$ cat src/rtl/mac_pkg.sv
// Shared types and encodings for the MAC array sequencer.
package mac_pkg;

  localparam int COL_DEFAULT = 8;

  typedef enum logic [2:0] {
    ST_IDLE  = 3'd0,
    ST_LOAD  = 3'd1,
    ST_EXEC  = 3'd2,
    ST_DRAIN = 3'd3,
    ST_DONE  = 3'd4
  } state_t;

  localparam logic [1:0] INST_IDLE = 2'b00;
  localparam logic [1:0] INST_LOAD = 2'b01;
  localparam logic [1:0] INST_EXEC = 2'b10;

  // Phase timer must hold the longest of: load length, max query count, drain length.
  function automatic int timer_width(input int col, input int aw, input int drain);
    int m;
    m = col + 1;
    if ((1 << aw) - 1 > m) m = (1 << aw) - 1;
    if (drain > m) m = drain;
    return $clog2(m + 1);
  endfunction

endpackage

$ cat src/rtl/mac_seq_timer.sv
// Loadable down-counter with stall-gated enable and a zero flag.
module mac_seq_timer #(
  parameter int W = 8
) (
  input  logic         clk,
  input  logic         reset,
  input  logic         load,
  input  logic [W-1:0] load_val,
  input  logic         en,
  output logic         zero
);

  logic [W-1:0] cnt;

  always_ff @(posedge clk) begin
    if (reset) begin
      cnt <= '0;
    end else if (load) begin
      cnt <= load_val;
    end else if (en && (cnt != '0)) begin
      cnt <= cnt - W'(1);
    end
  end

  assign zero = (cnt == '0);

endmodule

$ cat src/rtl/mac_seq_ctrl.sv
// Sequencer for the chained MAC array: load keys, execute queries, drain, done.
// Optional MAC_SEQ_PERF_EN adds a 16-bit stall_cnt output.
module mac_seq_ctrl
  import mac_pkg::*;
#(
  parameter int COL       = COL_DEFAULT,
  parameter int AW        = 6,
  parameter int DRAIN_CYC = COL + 3
) (
  input  logic          clk,
  input  logic          reset,
  input  logic          start,
  input  logic [AW-1:0] n_q,
  input  logic          cfg_signed,
  input  logic          cfg_reconf,
  input  logic          ofifo_afull,
  output logic [1:0]    inst,
  output logic          mem_rd,
  output logic [AW-1:0] mem_addr,
  output logic          is_signed,
  output logic          reconfigure,
  output logic          busy,
  output logic          done
`ifdef MAC_SEQ_PERF_EN
  ,
  output logic [15:0]   stall_cnt
`endif
);

  localparam int TW = timer_width(COL, AW, DRAIN_CYC);

  state_t        state, state_nxt;
  logic [AW-1:0] nq_lat;
  logic [AW-1:0] addr;
  logic          active;
  logic          beat;
  logic          accept;
  logic          tmr_load;
  logic          tmr_en;
  logic          tmr_zero;
  logic [TW-1:0] tmr_val;

  assign active = (state == ST_LOAD) || (state == ST_EXEC);
  assign beat   = active && !ofifo_afull;
  assign accept = (state == ST_IDLE) && start;

  mac_seq_timer #(
    .W(TW)
  ) u_timer (
    .clk      (clk),
    .reset    (reset),
    .load     (tmr_load),
    .load_val (tmr_val),
    .en       (tmr_en),
    .zero     (tmr_zero)
  );

  always_ff @(posedge clk) begin
    if (reset) begin
      state <= ST_IDLE;
    end else begin
      state <= state_nxt;
    end
  end

  // Timer holds (beats remaining - 1); a phase ends on the beat that sees zero.
  always_comb begin
    state_nxt = state;
    tmr_load  = 1'b0;
    tmr_en    = 1'b0;
    tmr_val   = '0;
    unique case (state)
      ST_IDLE: begin
        if (start) begin
          state_nxt = ST_LOAD;
          tmr_load  = 1'b1;
          tmr_val   = TW'(COL + 1);
        end
      end
      ST_LOAD: begin
        if (beat) begin
          if (tmr_zero) begin
            tmr_load = 1'b1;
            if (nq_lat == '0) begin
              state_nxt = ST_DRAIN;
              tmr_val   = TW'(DRAIN_CYC - 1);
            end else begin
              state_nxt = ST_EXEC;
              tmr_val   = TW'(nq_lat) - TW'(1);
            end
          end else begin
            tmr_en = 1'b1;
          end
        end
      end
      ST_EXEC: begin
        if (beat) begin
          if (tmr_zero) begin
            state_nxt = ST_DRAIN;
            tmr_load  = 1'b1;
            tmr_val   = TW'(DRAIN_CYC - 1);
          end else begin
            tmr_en = 1'b1;
          end
        end
      end
      ST_DRAIN: begin
        if (tmr_zero) begin
          state_nxt = ST_DONE;
        end else begin
          tmr_en = 1'b1;
        end
      end
      ST_DONE: begin
        state_nxt = ST_IDLE;
      end
      default: begin
        state_nxt = ST_IDLE;
      end
    endcase
  end

  always_comb begin
    inst   = INST_IDLE;
    mem_rd = 1'b0;
    busy   = (state != ST_IDLE);
    done   = (state == ST_DONE);
    if (beat) begin
      mem_rd = 1'b1;
      inst   = (state == ST_LOAD) ? INST_LOAD : INST_EXEC;
    end
  end

  always_ff @(posedge clk) begin
    if (reset) begin
      nq_lat      <= '0;
      is_signed   <= 1'b0;
      reconfigure <= 1'b0;
    end else if (accept) begin
      nq_lat      <= n_q;
      is_signed   <= cfg_signed;
      reconfigure <= cfg_reconf;
    end
  end

  // Address runs continuously across LOAD into EXEC and sticks at the top rather than wrapping.
  always_ff @(posedge clk) begin
    if (reset) begin
      addr <= '0;
    end else if (state == ST_IDLE) begin
      addr <= '0;
    end else if (beat && (addr != '1)) begin
      addr <= addr + AW'(1);
    end
  end

  assign mem_addr = addr;

`ifdef MAC_SEQ_PERF_EN
  always_ff @(posedge clk) begin
    if (reset) begin
      stall_cnt <= '0;
    end else if (accept) begin
      stall_cnt <= '0;
    end else if (active && ofifo_afull && (stall_cnt != '1)) begin
      stall_cnt <= stall_cnt + 16'd1;
    end
  end
`endif

endmodule

$ cat config.mk
export PLATFORM = sky130hd
export DESIGN_NAME = mac_seq_ctrl
export DESIGN_NICKNAME = d
export VERILOG_FILES = /design/src/rtl/mac_pkg.sv /design/src/rtl/mac_seq_timer.sv /design/src/rtl/mac_seq_ctrl.sv
export SDC_FILE = /design/constraint.sdc
export NUM_CORES = 1
export LEC_CHECK = 0
export ABC_CLOCK_PERIOD_IN_PS = 5300
export CORE_ASPECT_RATIO = 1.25
export CORE_MARGIN = 5
export CORE_UTILIZATION = 56
export CTS_CLUSTER_DIAMETER = 60
export DETAILED_ROUTE_END_ITERATION = 7
export PLACE_DENSITY = 0.89
export SYNTH_ARGS = -nofsm -noshare
export SYNTH_HDL_FRONTEND = slang
export SYNTH_SLANG_ARGS = --single-unit
$ cat constraint.sdc
create_clock -name clk -period 5.3 [get_ports clk]
set_input_delay 1.06 -clock clk [delete_from_list [all_inputs] [get_ports clk]]
set_output_delay 1.06 -clock clk [all_outputs]
set_load 0.02 [all_outputs]
# Yosys cells after proc, flatten, opt, wreduce, memory -nomap -nowiden
# Cells that the tools add are included.
# Widths: inputs -> output; s select.
# classes
n_lt_le_gt_ge,0
multipliers,0
eq_ne,11
reduce_logical,15
addsub,3
bitwise_logic,0
div,0
n_shift,0
n_mux,27
# op_table
cell,count
$mux 6,5
$mux 3,6
$pmux 6 s3,1
$logic_not 6->1,2
$mux 4,3
$ne 2x2->1 const B,6
$pmux 3 s4,1
$sub 6x1->6 const B,2
$mux 1,7
$add 6x1->6 const B,1
$eq 3x2->1 const B,2
$ne 6x6->1 const B,1
$reduce_and 6->1,1
$reduce_bool 6->1,1
$logic_and 1x1->1,4
$mux 2,2
$pmux 1 s2,2
$reduce_or 2->1,2
$eq 3x1->1 const B,1
$eq 3x3->1 const B,1
$logic_not 3->1,1
$reduce_bool 3->1,1
$reduce_bool 2->1,1
$logic_not 1->1,1
$logic_or 1x1->1,1
# word_totals
word_cells,62
ram_bits,0
latch_bits,0
romBits,0
out_inout_bits,13
regBits,23
inputBits,12
mem_count,0

# Longest topological paths before layout
# Gate-level depths: netlist of the first run.
# depth
depth_word,8
depth_mapped,8
ltp_nobuf,7

# Hierarchy
# From an unflattened synthesis of the first run, not the netlist that was laid out.
# hier_totals
cells_unflattened,171
area_unflattened_um2,1343.8
# modules_own_cells
mod,cells_each,seq_area_each_um2,instances,area_per_inst_um2
mac_seq_ctrl,129,340.3,1,972.2
mac_seq_timer,42,120.1,1,371.6

# Worst setup path after synthesis of the first run
# No wires, ideal clock.
# synth_timing
path_type,in2out
start,in ofifo_afull
end,out mem_rd
path_buffers,1
arrival_time_ns,1.584
setup_slack_ns,2.656
required_ns,4.240
cell_stages,3
cell_sequence,nor2_1 > and2_0 > buf_2
# synth_via
elab_chain_len,3
# synth_lines
item,line,rtl
"start, declared",mac_seq_ctrl.sv:16,"input logic ofifo_afull,"
$logic_not 1->1,mac_seq_ctrl.sv:44,assign beat = active && !ofifo_afull;
$logic_and 1x1->1,mac_seq_ctrl.sv:44,
$mux 1,mac_seq_ctrl.sv:128,if (beat) begin
"end, declared",mac_seq_ctrl.sv:18,"output logic mem_rd,"
# No other way between the ends.

# Worst setup path after layout of the first run
# Same ends and word-level chain as after synthesis.

==> results.ini, run 1 <==
[cells_and_area]
diodes=0
nets=206
final_core_util_pct=68.2
drive_above_1_share_pct=6.91
area_growth_pct=18.1
fin_cells=221

[synthesis]
yosysWarnings=0
syn_avg_cell_area_um2=8.16
yosys_register_bits=23
syn-cell-area_um2=1390
ys_seq_area_share_pct=33.2
synthDistinctLibCells=48
synth_cells=170
synth_top_area_share_pct=33.2
async_flop_share_pct=0
syn_nets=187
synth.largest_area_cell=dfxtp_1
synth.area.top_cells=dfxtp_1 (33%), nand2_1 (6.2%), a21oi_1 (5.0%)
synth-main-ff-cell=dfxtp_1
synth_edf_count=0

[clocking]
cts_made_buffers=3
clk_pin_slew_worst_paths_ns=0.11
clk_latency_ns=0.31
cts-resized-gates=0
cts_max_path_buffers=2
cts_root_buf=clkbuf_4
cts_tree=built
holdBufCountCts=0
cts_sinks=23
post-cts-setup-buffers=0
htree_levels=1

[sta]
drv_slew=0
finalSetupTns_ns=0
fmax_ghz=0.250
hold_viol=0
relSlewSlack_pct=48.5
setup_ws_ns=1.30
min_period_ns=4.00
grt_setup_unrepaired=false
finalCritPeriodShare_pct=75.5
finClkSkew_ns=0.00686
setup_viol=0
whs_ns=0.467
tightestPinTransition_ns=0.770

[power]
power.density_nw_per_um2=290
irDropWorstVdd_mv=0.224
p_comb_share_pct=38.5
p_sw_share_pct=37.2
clock_power_share_pct=17.0
p_switching_mw=0.177
p_int_mw=0.298
p_leak_nw=0.566
pwr-share-seq_pct=44.5

[route]
post_drt_wl_per_cell_um=14.5
ant_nets=0
drc=0
finalWirelength_um=3210
routed_via_density=5.81
drt_pass1_iterations=4
drtIter0Drc=24
vias=1284

[global_routing]
grt_max_degree=21
overflow=0
grtUsageTotal_pct=19.8
first_global_vias=1241
antenna_found_initial=0
grt_pass1_wl_um=5290

[floorplanning]
die_height_um=65.7
die-width_um=54.5
start_util_pct=57.8
ios=25
core_um2=2400
rows=20
design.die.area_um2=3580

[worst_hold_path]
hp-class=reg -> reg

[setup_path]
end_kind=primary output
reg2reg_slack_ns=3.21
crit_arrival_ns=2.94
crit_type=in -> out
worst_ep_required_time_ns=4.24
crit_fanout=7
start_kind=input port

[place]
place.gp.congestion=0.896
io_buffers=24
pre_cts_ws_ns=1.34
dp_cells=217
hpwlAfterDp_um=2440

[job]
drv_cap=0

[run_status]
status=complete, no violations

==> per-layer routing <==
layer / routed length, um / GRT usage (%)
met2: 1730 / 36.7
met5: 0 / 0
met4: 48 / 8.41
met1: 1270 / 20.6
met3: 161 / 3.40
==> registers in the layout (all words and copies together) (netlist names) <==
signal       flops
is_signed        1
state            3
mem_addr         6
nq_lat           6
reconfigure      1
u_timer.cnt      6
==> path summary, 6_finish.rpt <==
path / startpoint / to / cells past startpoint
setup / recovery: ofifo_afull / mem_rd / 4
hold / removal: reconfigure$_SDFFE_PP0P_ / reconfigure$_SDFFE_PP0P_ / 2
setup reg to reg: u_timer.cnt[0]$_SDFFE_PP0P_ / state[1]$_SDFFE_PP0P_ / 7
hold reg to reg: reconfigure$_SDFFE_PP0P_ / reconfigure$_SDFFE_PP0P_ / 2
==> cell usage after synthesis, types with 4 or more instances <==
master	count
inv_1	7
xnor2_1	5
nor3_1	10
a21oi_1	14
dfxtp_1	23
nand3_1	6
o21ai_0	4
nand2b_1	4
ha_1	5
nand2_1	23
nor2_1	15
==> metrics by stage <==
step                power [mW]  cell area [um^2]
finish                   0.475              1640
floorplan                0.353              1390
CTS                      0.475              1640
global placement         0.386              1610
global route             0.505              1640
detailed placement       0.395              1610
==> power groups by stage <==
stage	clock (mW)	combinational [mW]	sequential [mW]
after floorplan	0	0.145	0.208
after global placement	0	0.174	0.213
after detailed placement	0	0.181	0.214
after CTS	0.0833	0.182	0.210
after global routing	0.0924	0.199	0.213
final	0.0806	0.183	0.211
==> kinds of logic after synthesis <==
kind of cell               count (synthesis)  synth area share (%)
buffers and inverters                     17                  5.95
adders and majority gates                  6                  5.23
DFF                                       23                  33.2
xor gates and xnor gates                   9                  6.22
AOI/OAI and AO/OA                         34                  15.4
and+or+nand+nor                           79                  32.6
muxes                                      2                  1.44
==> worst max-delay path, cell delays in order <==
cell and delay, ns:
clkdlybuf4s50_1 0.52, nor2_1 0.28, and2_0 0.40, clkdlybuf4s50_1 0.69
==> area by class of cell <==
class / instances / area, um^2
Clock buffer: 4 / 26.3
Timing Repair Buffer: 24 / 240
Fill cell: 211 / 763
Sequential cell: 23 / 460
Inverter: 7 / 26.3
Multi-Input combinational cell: 130 / 845
Tap cell: 33 / 41.3
==> layout by cell type (no fill, tap or decap), drive strengths merged, types with 2 or more instances in the layout <==
cell type      Yosys  routed
clkdlybuf4s50      0      24
nand2             23      23
dfxtp             23      23
nor2              15      15
a21oi             15      15
nor3              11      11
inv                7       7
nand3              6       6
xnor2              5       5
ha                 5       5
nand2b             5       5
nor3b              5       5
o21ai              4       4
xor2               4       4
clkbuf             3       4
nor4               4       4
or3                3       3
a22oi              2       2
a31oi              2       2
a221oi             2       2
a211o              2       2
mux2i              2       2
o22ai              2       2
and2               2       2
Power figures use the tool's default switching activity.
==> run 2, diff against run 1 <==
Settings changed: ABC_CLOCK_PERIOD_IN_PS 5300 to 3400, CORE_UTILIZATION 56 to 47, PLACE_DENSITY 0.89 to 0.81.
Clock period 5.3 ns to 3.4 ns, I/O delays scaled along.
==> run 2 against run 1 <==
  * Wire length down 2.1%
  * Largest power group unchanged
  * Worst setup slack worse by 0.88 ns
  * Critical path depth did not move
  * Cell area rose by 0.76%
  * Clock-buffer cell count down 1
  * Clock skew is 0.0077 ns higher
  * Non-clock buffer count up 1
  * Sequential power rose by 56%
  * Sequential share of layout area decreased by 0.21 points
  * Clock power is 61% higher
  * Critical endpoint unchanged
  * Register-to-register slack lost 1.8 ns
==> results.ini, run 2 (synthesized netlist as in run 1, its figures left out) <==
[cells_and_area]
area_growth_pct=19.0
final_core_util_pct=57.1  ; -11 points
nets=207  ; +0.49%
final_common_cell=clkdlybuf4s50_1
diodes=0  ; unchanged
final_cell_mix=clkdlybuf4s50_1 (24), nand2_1 (23), dfxtp_1 (23)
num-fill-cells=276  ; +31%
fin_area_um2=1650  ; +0.76%
drive_above_1_share_pct=7.94  ; +1.0 points

[sta]
relSlewSlack_pct=46.9  ; -1.6 points
finClkSkew_ns=0.0145  ; +0.00765 ns
finalSetupTns_ns=0  ; unchanged
min_period_ns=2.98
finalCritPeriodShare_pct=87.6
grt_setup_unrepaired=false
hold_viol=0  ; unchanged
whs_ns=0.477  ; +0.0101 ns
drv_slew=0  ; unchanged
setup_viol=0  ; unchanged
fmax_ghz=0.336
tightestPinTransition_ns=0.794  ; +0.0247 ns

[floorplanning]
rows=22  ; +10%
start_util_pct=48.0  ; -9.8 points
core_um2=2890  ; +20%
die_height_um=70.8  ; +7.8%
ios=25  ; unchanged
design.die.area_um2=4150  ; +16%
die-width_um=58.6  ; +7.5%

[setup_path]
worst_ep_required_time_ns=2.72  ; -1.52 ns
crit_fanout=7  ; unchanged
reg2regPathDepth=7  ; unchanged
end_kind=primary output
crit_arrival_ns=2.30  ; -0.64 ns
reg2reg_slack_ns=1.36  ; -1.85 ns
start_kind=input port
r2r-end=state[1]$_SDFFE_PP0P_
crit_type=in -> out
r2r_start=u_timer.cnt[0]$_SDFFE_PP0P_

[clocking]
clk_latency_ns=0.32  ; about the same
clk_pin_slew_worst_paths_ns=0.12  ; about the same
cts_root_buf=clkbuf_4
post-cts-setup-buffers=0  ; unchanged
cts_sinks=23  ; unchanged
cts-resized-gates=0  ; unchanged
cts_max_path_buffers=2  ; unchanged
htree_levels=1  ; unchanged
cts_made_buffers=3  ; unchanged
cts_tree=built
holdBufCountCts=0  ; unchanged

[power]
pwr-share-seq_pct=44.2  ; -0.3 points
clock_power_share_pct=17.4  ; +0.4 points
power.density_nw_per_um2=452  ; +56%
irDropWorstVdd_mv=0.282  ; +26%
p_comb_share_pct=38.4  ; about the same
p_switching_mw=0.281  ; +59%
p_leak_nw=0.574  ; +1.4%
p_sw_share_pct=37.7  ; +0.48 points
p_int_mw=0.465  ; +56%
total_power_mw=0.747  ; +57%

[job]
drv_cap=0  ; unchanged

[worst_hold_path]
holdPathStages=2  ; unchanged
worstHoldStart=is_signed$_SDFFE_PP0P_
holdPathEnd=is_signed$_SDFFE_PP0P_
hp-class=reg -> reg

[route]
drc=0  ; unchanged
ant_nets=0  ; unchanged
finalWirelength_um=3140  ; -2.1%
drtIter0Drc=40  ; +67%
routed_via_density=5.51  ; -5.2%
vias=1239  ; -3.5%
post_drt_wl_per_cell_um=14.0  ; -3.9%
drt_pass1_iterations=4  ; unchanged

[global_routing]
grt_pass1_wl_um=5260  ; -0.40%
grt_max_degree=21  ; unchanged
antenna_found_initial=0  ; unchanged
first_global_vias=1196  ; -3.6%
grtUsageTotal_pct=15.6  ; -4.2 points
overflow=0  ; unchanged

[place]
post_dp_cell_area_um2=1620  ; +0.70%
place.gp.congestion=0.893  ; -0.42%
io_buffers=24  ; unchanged
hpwlAfterDp_um=2360  ; -3.4%

[run_status]
status=complete, no violations

run 2: cell count changes in the layout (fill, tap and decap cells not counted):
cell      delta
buf_4        +1
clkinv_2     +1
clkbuf_1     -1
run 2: power groups by stage:
stage          registers (mW)  clock network (mW)  logic, mW
6_report                0.330               0.130      0.287
5_1_grt                 0.335               0.141      0.318
4_1_cts                 0.329               0.131      0.288
3_5_place_dp            0.335                   0      0.287
3_3_place_gp            0.332                   0      0.275
2_1_floorplan           0.324                   0      0.227
run 2: area by class of cell:
type                            count  area [um^2]  area share (%)
Multi-Input combinational cell    130          845            51.1
Timing Repair Buffer               25          248            15.0
Sequential cell                    23          460            27.9
Clock inverter                      1         5.00           0.303
Inverter                            7         26.3            1.59
Clock buffer                        3         22.5            1.36
Tap cell                           36         45.0            2.73
run 2: worst max-delay path by stage:
stage                     cells past startpoint  endpoint  slack, ns   startpoint
after detailed placement                      4    mem_rd       0.42  ofifo_afull
after global placement                        4    mem_rd       0.43  ofifo_afull
final                                         4    mem_rd       0.42  ofifo_afull
after global routing                          4    mem_rd       0.33  ofifo_afull
after floorplan                               3    mem_rd       1.52  ofifo_afull
after CTS                                     4    mem_rd       0.42  ofifo_afull
run 2: worst max-delay path: stages:
cell,delay (ns)
clkdlybuf4s50_1,0.52
nor2_1,0.27
and2_0,0.21
clkdlybuf4s50_1,0.62
run 2: per-stage QoR:
stage | worst slack (ns) | cells
after floorplan | 1.52 | 170
after global placement | 0.431 | 221
after detailed placement | 0.424 | 221
after CTS | 0.417 | 225
after global routing | 0.331 | 225
final | 0.420 | 225
run 2: per-layer routing:
layer / GRT usage [%] / vias up / part of all wire (%)
met4: 6.55 / 0 / 2.0
li1: - / 635 / -
met2: 27.7 / 42 / 52
met3: 2.01 / 9 / 5.5
met5: 0 / - / 0
met1: 18.4 / 553 / 40
==> run 3, diff against run 2 <==
Settings changed: CORE_UTILIZATION 47 to 56, DONT_BUFFER_PORTS set to 1, PLACE_DENSITY 0.81 to 0.79.
==> run 3 against run 2 <==
  * First-iteration DRC count down 13%
  * Via count down 6.8%
  * Critical path type is now reg -> out
  * Highest routed layer unchanged
  * Sequential cell count unchanged
  * Largest power group unchanged
  * Global-route usage up 2.2 points
  * Sequential power hardly changed
  * Cell count down 12%
  * Combinational power shrank 15%
  * Wire length fell by 9.3%
  * Utilization grew 1.1 points
==> results.ini, run 3 (synthesized netlist as in run 1, its figures left out) <==
[sta]
setup_viol=0  ; unchanged
finalSetupTns_ns=0  ; unchanged
setup_ws_ns=1.01  ; +0.589 ns
drv_slew=0  ; unchanged
hold_viol=0  ; unchanged
grt_setup_unrepaired=false
finalCritPeriodShare_pct=70.3  ; -17 points
min_period_ns=2.39  ; -0.589 ns
fmax_ghz=0.418  ; +25%
tightestPinTransition_ns=0.767  ; -0.0279 ns
whs_ns=0.406  ; -0.0712 ns
finClkSkew_ns=0.00102  ; -0.0135 ns
relSlewSlack_pct=48.5  ; +1.6 points

[global_routing]
overflow=0  ; unchanged
grt_max_degree=21  ; unchanged
first_global_vias=1131  ; -5.4%
antenna_found_initial=0  ; unchanged
grtUsageTotal_pct=17.8  ; +2.2 points
grt_pass1_wl_um=4780  ; -9.2%

[setup_path]
crit_fanout=12  ; +5
critPathLaunch=state[0]$_SDFFE_PP0P_
end_kind=primary output
r2r_start=u_timer.cnt[0]$_SDFFE_PP0P_
start_kind=flop
crit_type=reg -> out
crit_arrival_ns=1.71  ; -0.59 ns
worst_ep_required_time_ns=2.72  ; about the same

[clocking]
cts_root_buf=clkbuf_4
clk_latency_ns=0.32  ; about the same
cts-resized-gates=0  ; unchanged
post-cts-setup-buffers=0  ; unchanged
clk_pin_slew_worst_paths_ns=0.13  ; about the same
cts_max_path_buffers=2  ; unchanged
cts_tree=built
htree_levels=1  ; unchanged
cts_made_buffers=3  ; unchanged
cts_sinks=23  ; unchanged
holdBufCountCts=0  ; unchanged

[worst_hold_path]
hp-class=in -> reg
worstHoldStart=reset

[place]
pre_cts_ws_ns=1.26  ; +0.833 ns
place.gp.congestion=0.920  ; +3.0%
post_dp_cell_area_um2=1370  ; -15%
dp_cells=193  ; -13%
hpwlAfterDp_um=2160  ; -8.4%
io_buffers=0  ; -100%

[cells_and_area]
drive_above_1_share_pct=8.54  ; +0.60 points
fin_cells=197  ; -12%
diodes=0  ; unchanged
nets=182  ; -12%
final_cell_mix=nand2_1 (23), dfxtp_1 (23), nor2_1 (15)
fin_area_um2=1400  ; -15%
area_growth_pct=0.901

[floorplanning]
core_um2=2400  ; -17%
design.die.area_um2=3580  ; -14%
ios=25  ; unchanged
die_height_um=65.7  ; -7.2%
die-width_um=54.5  ; -7.0%
rows=20  ; -9.1%
start_util_pct=57.8  ; +9.8 points

[job]
drv_cap=0  ; unchanged

[route]
finalWirelength_um=2850  ; -9.3%
drtIter0Drc=35  ; -13%
post_drt_wl_per_cell_um=14.4  ; +3.6%
vias=1155  ; -6.8%
ant_nets=0  ; unchanged
drc=0  ; unchanged
drt_pass1_iterations=5  ; +1
routed_via_density=5.86  ; +6.5%

[power]
power.density_nw_per_um2=504  ; +11%
irDropWorstVdd_mv=0.255  ; -9.5%
p_leak_nw=0.481  ; -16%

[run_status]
status=complete, no violations

-- run 3: cell types whose count changed in the layout (fill, tap and decap cells not counted), sizes merged --
cell | before | now
buf | 1 | 0
clkdlybuf4s50 | 24 | 0
-- run 3: worst paths after layout --
check	slack, ns	cells past startpoint	endpoint
setup / recovery	1.01	2	mem_rd
hold / removal	0.41	1	state[0]$_SDFFE_PP0P_
setup reg to reg	1.42	7	u_timer.cnt[4]$_SDFFE_PP0P_
hold reg to reg	0.49	2	nq_lat[4]$_SDFFE_PP0P_
-- run 3: power breakdown --
group / leakage (nW) / internal (mW) / switching [mW]
Clock: 0.0177 / 0.0441 / 0.0854
Sequential: 0.188 / 0.295 / 0.0360
Combinational: 0.275 / 0.0988 / 0.146
Total: 0.481 / 0.438 / 0.267
-- run 3: through the flow --
step           total power, mW  util [%]
6_report                 0.705      58.3
5_1_grt                  0.757      58.3
4_1_cts                  0.710      58.3
3_5_place_dp             0.582      57.1
3_3_place_gp             0.571      57.1
2_1_floorplan            0.550         -
-- run 3: worst max-delay path, cell delays in order, from the launching register on --
cell and delay [ns]:
dfxtp_1 0.60, xor2_2 0.23, and2_0 0.56
-- run 3: routing by layer --
layer	vias to the layer above	GRT usage (%)	wire length (um)
li1	585	-	-
met1	530	20.5	1160
met2	33	30.5	1440
met3	7	3.40	171
met4	0	8.10	75
met5	-	0	0
-- run 3: area by class of cell --
| cell class | count | area [um^2] |
|---|---|---|
| well taps | 33 | 41.3 |
| flip-flops and latches | 23 | 460 |
| fillers | 251 | 1000 |
| clock inverters | 1 | 5.00 |
| inverters | 7 | 26.3 |
| multi-input cells | 130 | 845 |
| clock buffers | 3 | 22.5 |
